**config.mk**
```make
export PLATFORM = sky130hd
export DESIGN_NAME = pipe_sequencer
export DESIGN_NICKNAME = d
export VERILOG_FILES = /design/src/rtl/constant.sv /design/src/rtl/pipe_perf_ctr.sv /design/src/rtl/pipe_sequencer.sv
export SDC_FILE = /design/constraint.sdc
export NUM_CORES = 1
export LEC_CHECK = 0
export ABC_AREA = 1
export CAP_MARGIN = 20
export CORE_ASPECT_RATIO = 1.1
export CORE_MARGIN = 1
export CORE_UTILIZATION = 47
export DETAILED_ROUTE_END_ITERATION = 12
export PLACE_DENSITY_LB_ADDON = 0.2
export SYNTH_ARGS = -nofsm -noshare
export SYNTH_HDL_FRONTEND = slang
export SYNTH_SLANG_ARGS = --single-unit
```
**constraint.sdc**
```tcl
create_clock -name clk -period 3.2 [get_ports clk]
set_input_delay 0.64 -clock clk [delete_from_list [all_inputs] [get_ports clk]]
set_output_delay 0.64 -clock clk [all_outputs]
set_load 0.03 [all_outputs]
```
**src/rtl/constant.sv**
```systemverilog
// Shared pipeline control types: register update codes,
// sequencer mode encoding and PC helpers.
package constant;

  typedef enum logic [1:0] {
    UPD_HOLD  = 2'b00,
    UPD_ADV   = 2'b01,
    UPD_FLUSH = 2'b10
  } upd_t;

  typedef enum logic [1:0] {
    BOOT_WAIT,
    LOAD,
    EXEC,
    STOP
  } mode_t;

  localparam int unsigned PC_STEP = 4;

  function automatic logic [31:0] align4(input logic [31:0] a);
    return a & ~32'h3;
  endfunction

endpackage

```
**src/rtl/pipe_perf_ctr.sv**
```systemverilog
// Retired / flush / stall event counters for the sequencer.
// Cleared on program start, frozen whenever execution is idle.
module pipe_perf_ctr (
  input  logic        clk,
  input  logic        rstn,
  input  logic        i_clr,
  input  logic        i_en,
  input  logic        i_ret,
  input  logic        i_flush,
  input  logic        i_stall,
  output logic [31:0] o_retired,
  output logic [31:0] o_flushes,
  output logic [31:0] o_stalls
);

  logic [31:0] r_ret;
  logic [31:0] r_fl;
  logic [31:0] r_st;

  always_ff @(posedge clk) begin
    if (!rstn || i_clr) begin
      r_ret <= '0;
      r_fl  <= '0;
      r_st  <= '0;
    end else if (i_en) begin
      r_ret <= r_ret + 32'(i_ret);
      r_fl  <= r_fl + 32'(i_flush);
      r_st  <= r_st + 32'(i_stall);
    end
  end

  assign o_retired = r_ret;
  assign o_flushes = r_fl;
  assign o_stalls  = r_st;

endmodule

```
**src/rtl/pipe_sequencer.sv**
```systemverilog
// Pipeline sequencer: boot/load/exec/stop FSM, architectural PC,
// stage register update codes and execute latency tracking.
module pipe_sequencer
  import constant::*;
#(
  parameter int unsigned BOOT_WAIT_CYCLES = 10000,
  parameter int          LAT_W            = 5
) (
  input  logic             clk,
  input  logic             rstn,
  input  logic             load_done,
  input  logic             tx_ack,
  input  logic             de_stop,
  input  logic [LAT_W-1:0] de_wait_time,
  input  logic             uart_busy,
  input  logic             d_jump,
  input  logic             d_is_jr,
  input  logic [31:0]      d_npc,
  input  logic             ew_redirect,
  input  logic [31:0]      ew_target,
  input  logic             restart,
  output mode_t            mode,
  output logic [31:0]      pc,
  output upd_t             fd_update,
  output upd_t             de_update,
  output upd_t             ew_update,
  output logic             e_start,
  output logic [LAT_W-1:0] latency,
  output logic [31:0]      retired,
  output logic [31:0]      flushes,
  output logic [31:0]      stalls
);

  mode_t            r_mode;
  logic [31:0]      r_pc;
  logic [31:0]      r_boot;
  logic [LAT_W-1:0] r_lat;
  logic             r_est;

  logic             w_exec;
  logic             w_npc_stall;
  logic             w_done;
  logic             w_redir;
  logic             w_adv;
  logic             w_hold;
  logic             w_start;
  logic [LAT_W-1:0] w_lat_inc;
  upd_t             w_upd;

  assign w_exec      = (r_mode == EXEC);
  assign w_npc_stall = w_exec && (d_jump || d_is_jr) && (r_lat == '0);
  assign w_done      = w_exec && (r_lat >= de_wait_time)
                       && !uart_busy && !w_npc_stall;
  assign w_redir     = w_exec && ew_redirect;
  assign w_adv       = w_done && !w_redir;
  assign w_hold      = w_exec && !w_redir && !w_done;
  assign w_start     = (r_mode == LOAD) && load_done && tx_ack;
  assign w_lat_inc   = (r_lat == '1) ? r_lat : r_lat + 1'b1;

  always_comb begin
    w_upd = UPD_HOLD;
    unique case (1'b1)
      !w_exec || w_redir: w_upd = UPD_FLUSH;
      w_adv:              w_upd = UPD_ADV;
      default:            w_upd = UPD_HOLD;
    endcase
  end

  always_ff @(posedge clk) begin
    if (!rstn) begin
      r_mode <= BOOT_WAIT;
      r_pc   <= '0;
      r_boot <= '0;
      r_lat  <= '0;
      r_est  <= 1'b0;
    end else begin
      r_est <= w_adv;
      unique case (r_mode)
        BOOT_WAIT: begin
          if (r_boot == BOOT_WAIT_CYCLES) r_mode <= LOAD;
          else                           r_boot <= r_boot + 1;
        end
        LOAD: if (w_start) r_mode <= EXEC;
        EXEC: begin
          if (w_redir)          r_pc <= align4(ew_target);
          else if (w_adv)       r_pc <= align4(r_pc + PC_STEP);
          else if (w_npc_stall) r_pc <= align4(d_npc);
          // a retiring or squashed instruction restarts the count
          if (w_redir || w_adv)
            r_lat <= '0;
          else if (r_lat < de_wait_time || w_npc_stall)
            r_lat <= w_lat_inc;
          if (de_stop) r_mode <= STOP;
        end
        STOP: begin
          if (restart) begin
            r_mode <= LOAD;
            r_pc   <= '0;
            r_lat  <= '0;
          end
        end
        default: r_mode <= BOOT_WAIT;
      endcase
    end
  end

  pipe_perf_ctr u_ctr (
    .clk       (clk),
    .rstn      (rstn),
    .i_clr     (w_start),
    .i_en      (w_exec),
    .i_ret     (w_adv),
    .i_flush   (w_redir),
    .i_stall   (w_hold),
    .o_retired (retired),
    .o_flushes (flushes),
    .o_stalls  (stalls)
  );

  assign mode      = r_mode;
  assign pc        = r_pc;
  assign latency   = r_lat;
  assign e_start   = r_est;
  assign fd_update = w_upd;
  assign de_update = w_upd;
  assign ew_update = w_upd;

endmodule

```
==> results by group <==
Route
  • Routed wire length: 29,600 um
  • DRT Pass-1 Iters: 6
  • Drt wl/cell: 14.0 um
  • DR vias/cell: 5.09
  • Routed vias: 10,800
  • DRC Markers: 0
  • ANT nets after route: 0
  • DRT iter0 DRCs: 547

Placement
  • Hpwl dp: 21,900 um
  • Post-Place Worst Slack: -0.403 ns
  • Placer Congestion: 0.924
  • PortBufs: 214

STA
  • Slew Limit Fails: 0
  • Final min period: 3.08 ns
  • Slew @ Worst Pin: 0.918 ns
  • Final setup viols: 0
  • Slew headroom: 38.7%
  • RSZ-0062 raised after global routing: true
  • Max frequency: 325 MHz
  • Setup tns final: 0 ns
  • Final worst setup slack: 0.124 ns
  • Hold Violations, Final: 0
  • Final Skew: 0.0153 ns
  • Period utilization: 96.1%

Clock network
  • TritonCTS buffer count: 17
  • Clock latency on the worst-skew pair: 0.44 ns
  • CTS root buf: clkbuf_16
  • TritonCTS clock tree: done
  • Total clock sinks: 166
  • Clock Path Buffers: 2
  • H-tree depth: 4
  • Reg clk slew, reported paths: 0.07 ns

Status
  • Outcome: complete, no violations

Critical path
  • Crit-path max cell delay: 0.46 ns
  • Worst EP arrival: 2.44 ns
  • Crit Path Max Fanout: 12
  • Crit start category: input pin
  • Slowest stage cell, crit path: clkdlybuf4s50_1
  • Crit path capture type: primary output
  • Required time of the critical path: 2.56 ns
  • Buf/Inv on CP: 5
  • WS Path Type: in2out
  • Crit-path cells: clkdlybuf4s50_1 > inv_1 > ha_1 > nand2_1 > nand2_1 > a21oi_2 > nand3_2 > nand3_4 > buf_12 > nor2_4 > buf_12 > buf_4
  • Top Family by Delay on Critical Path: buffers and inverters

Global route
  • GRT overflow: 0
  • Largest net degree at the start of global routing: 52
  • Initial antenna violation count: 1
  • Vias in the first global route: 9,942
  • Tot GR Track Use: 26.3%
  • First-pass GRT wire length: 47,700 um

Floorplanning
  • Row count: 56
  • Chip Height: 158 um
  • Core area: 0.0214 mm^2
  • Area of the die: 0.0226 mm^2
  • Initial Util: 48.2%
  • DIE WIDTH: 143 um
  • IO Pins: 221

Yosys
  • Seq/Total Area, Yosys: 32.1%
  • Seq cells post-synth: 166
  • Synth area leaders: dfxtp_1 (32%), nand2_1 (15%), nor2_1 (10%)
  • Post-Syn Area: 0.0103 mm^2
  • Xor/xnor share of the synthesized area: 6.01%
  • Ys Warns: 0
  • Synth unique cells: 50
  • Post-synth top area cell: dfxtp_1
  • Avg Synthesized Cell Area: 6.53 um^2
  • Synth Area in Compound Gates: 10.1%
  • Adder-Cell Fraction of Synth Area: 2.66%
  • Mux contribution to synthesized area: 0%
  • Simple-gate share of the synthesized area: 40.7%
  • Syn Inst Count: 1,584
  • Largest family of logic cells by synthesized area: simple AND/OR/NAND/NOR gates
  • Post-synth top area share: 32.1%

Run
  • Max_cap viols: 0

Final layout
  • Most frequent cells in the layout: nand2_1 (420), nor2_1 (272), clkdlybuf4s50_1 (208), dfxtp_1 (166), inv_1 (137)
  • Fin util: 63.7%
  • Commonest non-fill, non-tap cell in the layout: nand2_1
  • Synth-to-layout area growth: 32.1%
  • Share of cells above drive strength 1: 10.9%
  • Nets: 1,912

Min path
  • Hold Crit Class: reg2reg

Pwr
  • Power Total: 0.00497 W
  • P_leak: 5.08 nW
  • Worst ir drop on vdd: 370 uV
  • Power density cells: 364 mW/mm^2
## final timing paths
| kind | startpoint | end | slack [ns] | depth (start not counted) |
|---|---|---|---|---|
| max reg2reg | mode[0] | u_ctr.o_retired[26] | 0.42 | 19 |
| max | de_wait_time[2] | ew_update[0] | 0.12 | 12 |
| min | r_boot[26] | r_boot[26] | 0.47 | 2 |
| min reg2reg | r_boot[26] | r_boot[26] | 0.47 | 2 |
## synth_stat cells, drive strengths merged
master  count
a31oi       5
or4         1
nand3b      3
a311oi      1
and2        1
inv       150
o211ai      1
xnor2      23
a21oi     129
nor3b       6
o21a        4
o21ai      37
ha         22
o22ai       1
xor2       48
or3         2
clkbuf     24
and3b       1
and3        8
nor4        5
buf        25
dfxtp     166
nor3       63
conb        1
or2         1
nor2      301
a211oi      2
nand4      30
nand2     436
clkinv      1
nand3      83
o21bai      3
## routing by layer
layer  routed length, um  GRT usage, %
met1               13100          32.7
met2               14000          44.9
met3                1800          5.20
met4                 667          8.81
met5                   0             0
## cells by family after synthesis
family,Yosys count
AOI/OAI and AO/OA,183
xor gates and xnor gates,71
adders and majority gates,22
buffers and inverters,200
DFF,166
other,1
and+or+nand+nor,941
## area by class of cell
cell class / count / area [um^2]
multi-input combinational: 1219 / 6280
clock buffer: 18 / 439
fill: 2028 / 7780
inverter: 151 / 572
antenna: 1 / 2.50
sequential: 166 / 3320
timing repair buffer: 256 / 2520
clock inverter: 14 / 160
tap: 290 / 363
## registers in the layout, summed over array words and instances (netlist names)
name / flops
latency: 5
r_boot: 32
u_ctr.o_stalls: 32
mode: 2
pc: 30
u_ctr.o_retired: 32
e_start: 1
u_ctr.o_flushes: 32
## power breakdown
| group | switching [W] | leakage, nW | internal (W) |
|---|---|---|---|
| Combinational | 0.000439 | 3.46 | 0.000266 |
| Sequential | 0.0000624 | 1.34 | 0.00210 |
| Clock | 0.000969 | 0.284 | 0.00113 |
## per-stage QoR
stage / instances / hold slack [ns] / area [um^2]
final: 2115 / 0.469 / 13700
after global routing: 2114 / 0.491 / 13700
after CTS: 2107 / 0.466 / 13500
after detailed placement: 2075 / 0.455 / 12900
after global placement: 2075 / 0.455 / 12900
after floorplan: 1585 / 0.443 / 10300
## worst register-to-register path, delay by kind of cell (launching register included)
family	cells	cell delay [ns]
buffers and inverters	3	0.31
adders and majority gates	3	0.58
DFF	1	0.45
AOI/OAI and AO/OA	1	0.07
and+or+nand+nor	12	1.31
## repair_timing
action	in CTS	in global routing
endpoints found under the setup margin	3	33
hold buffers	0	0
pin swaps	0	11
buffers inserted	0	7
resized for setup	3	30
Note: power is estimated with default switching activity, not from simulation.
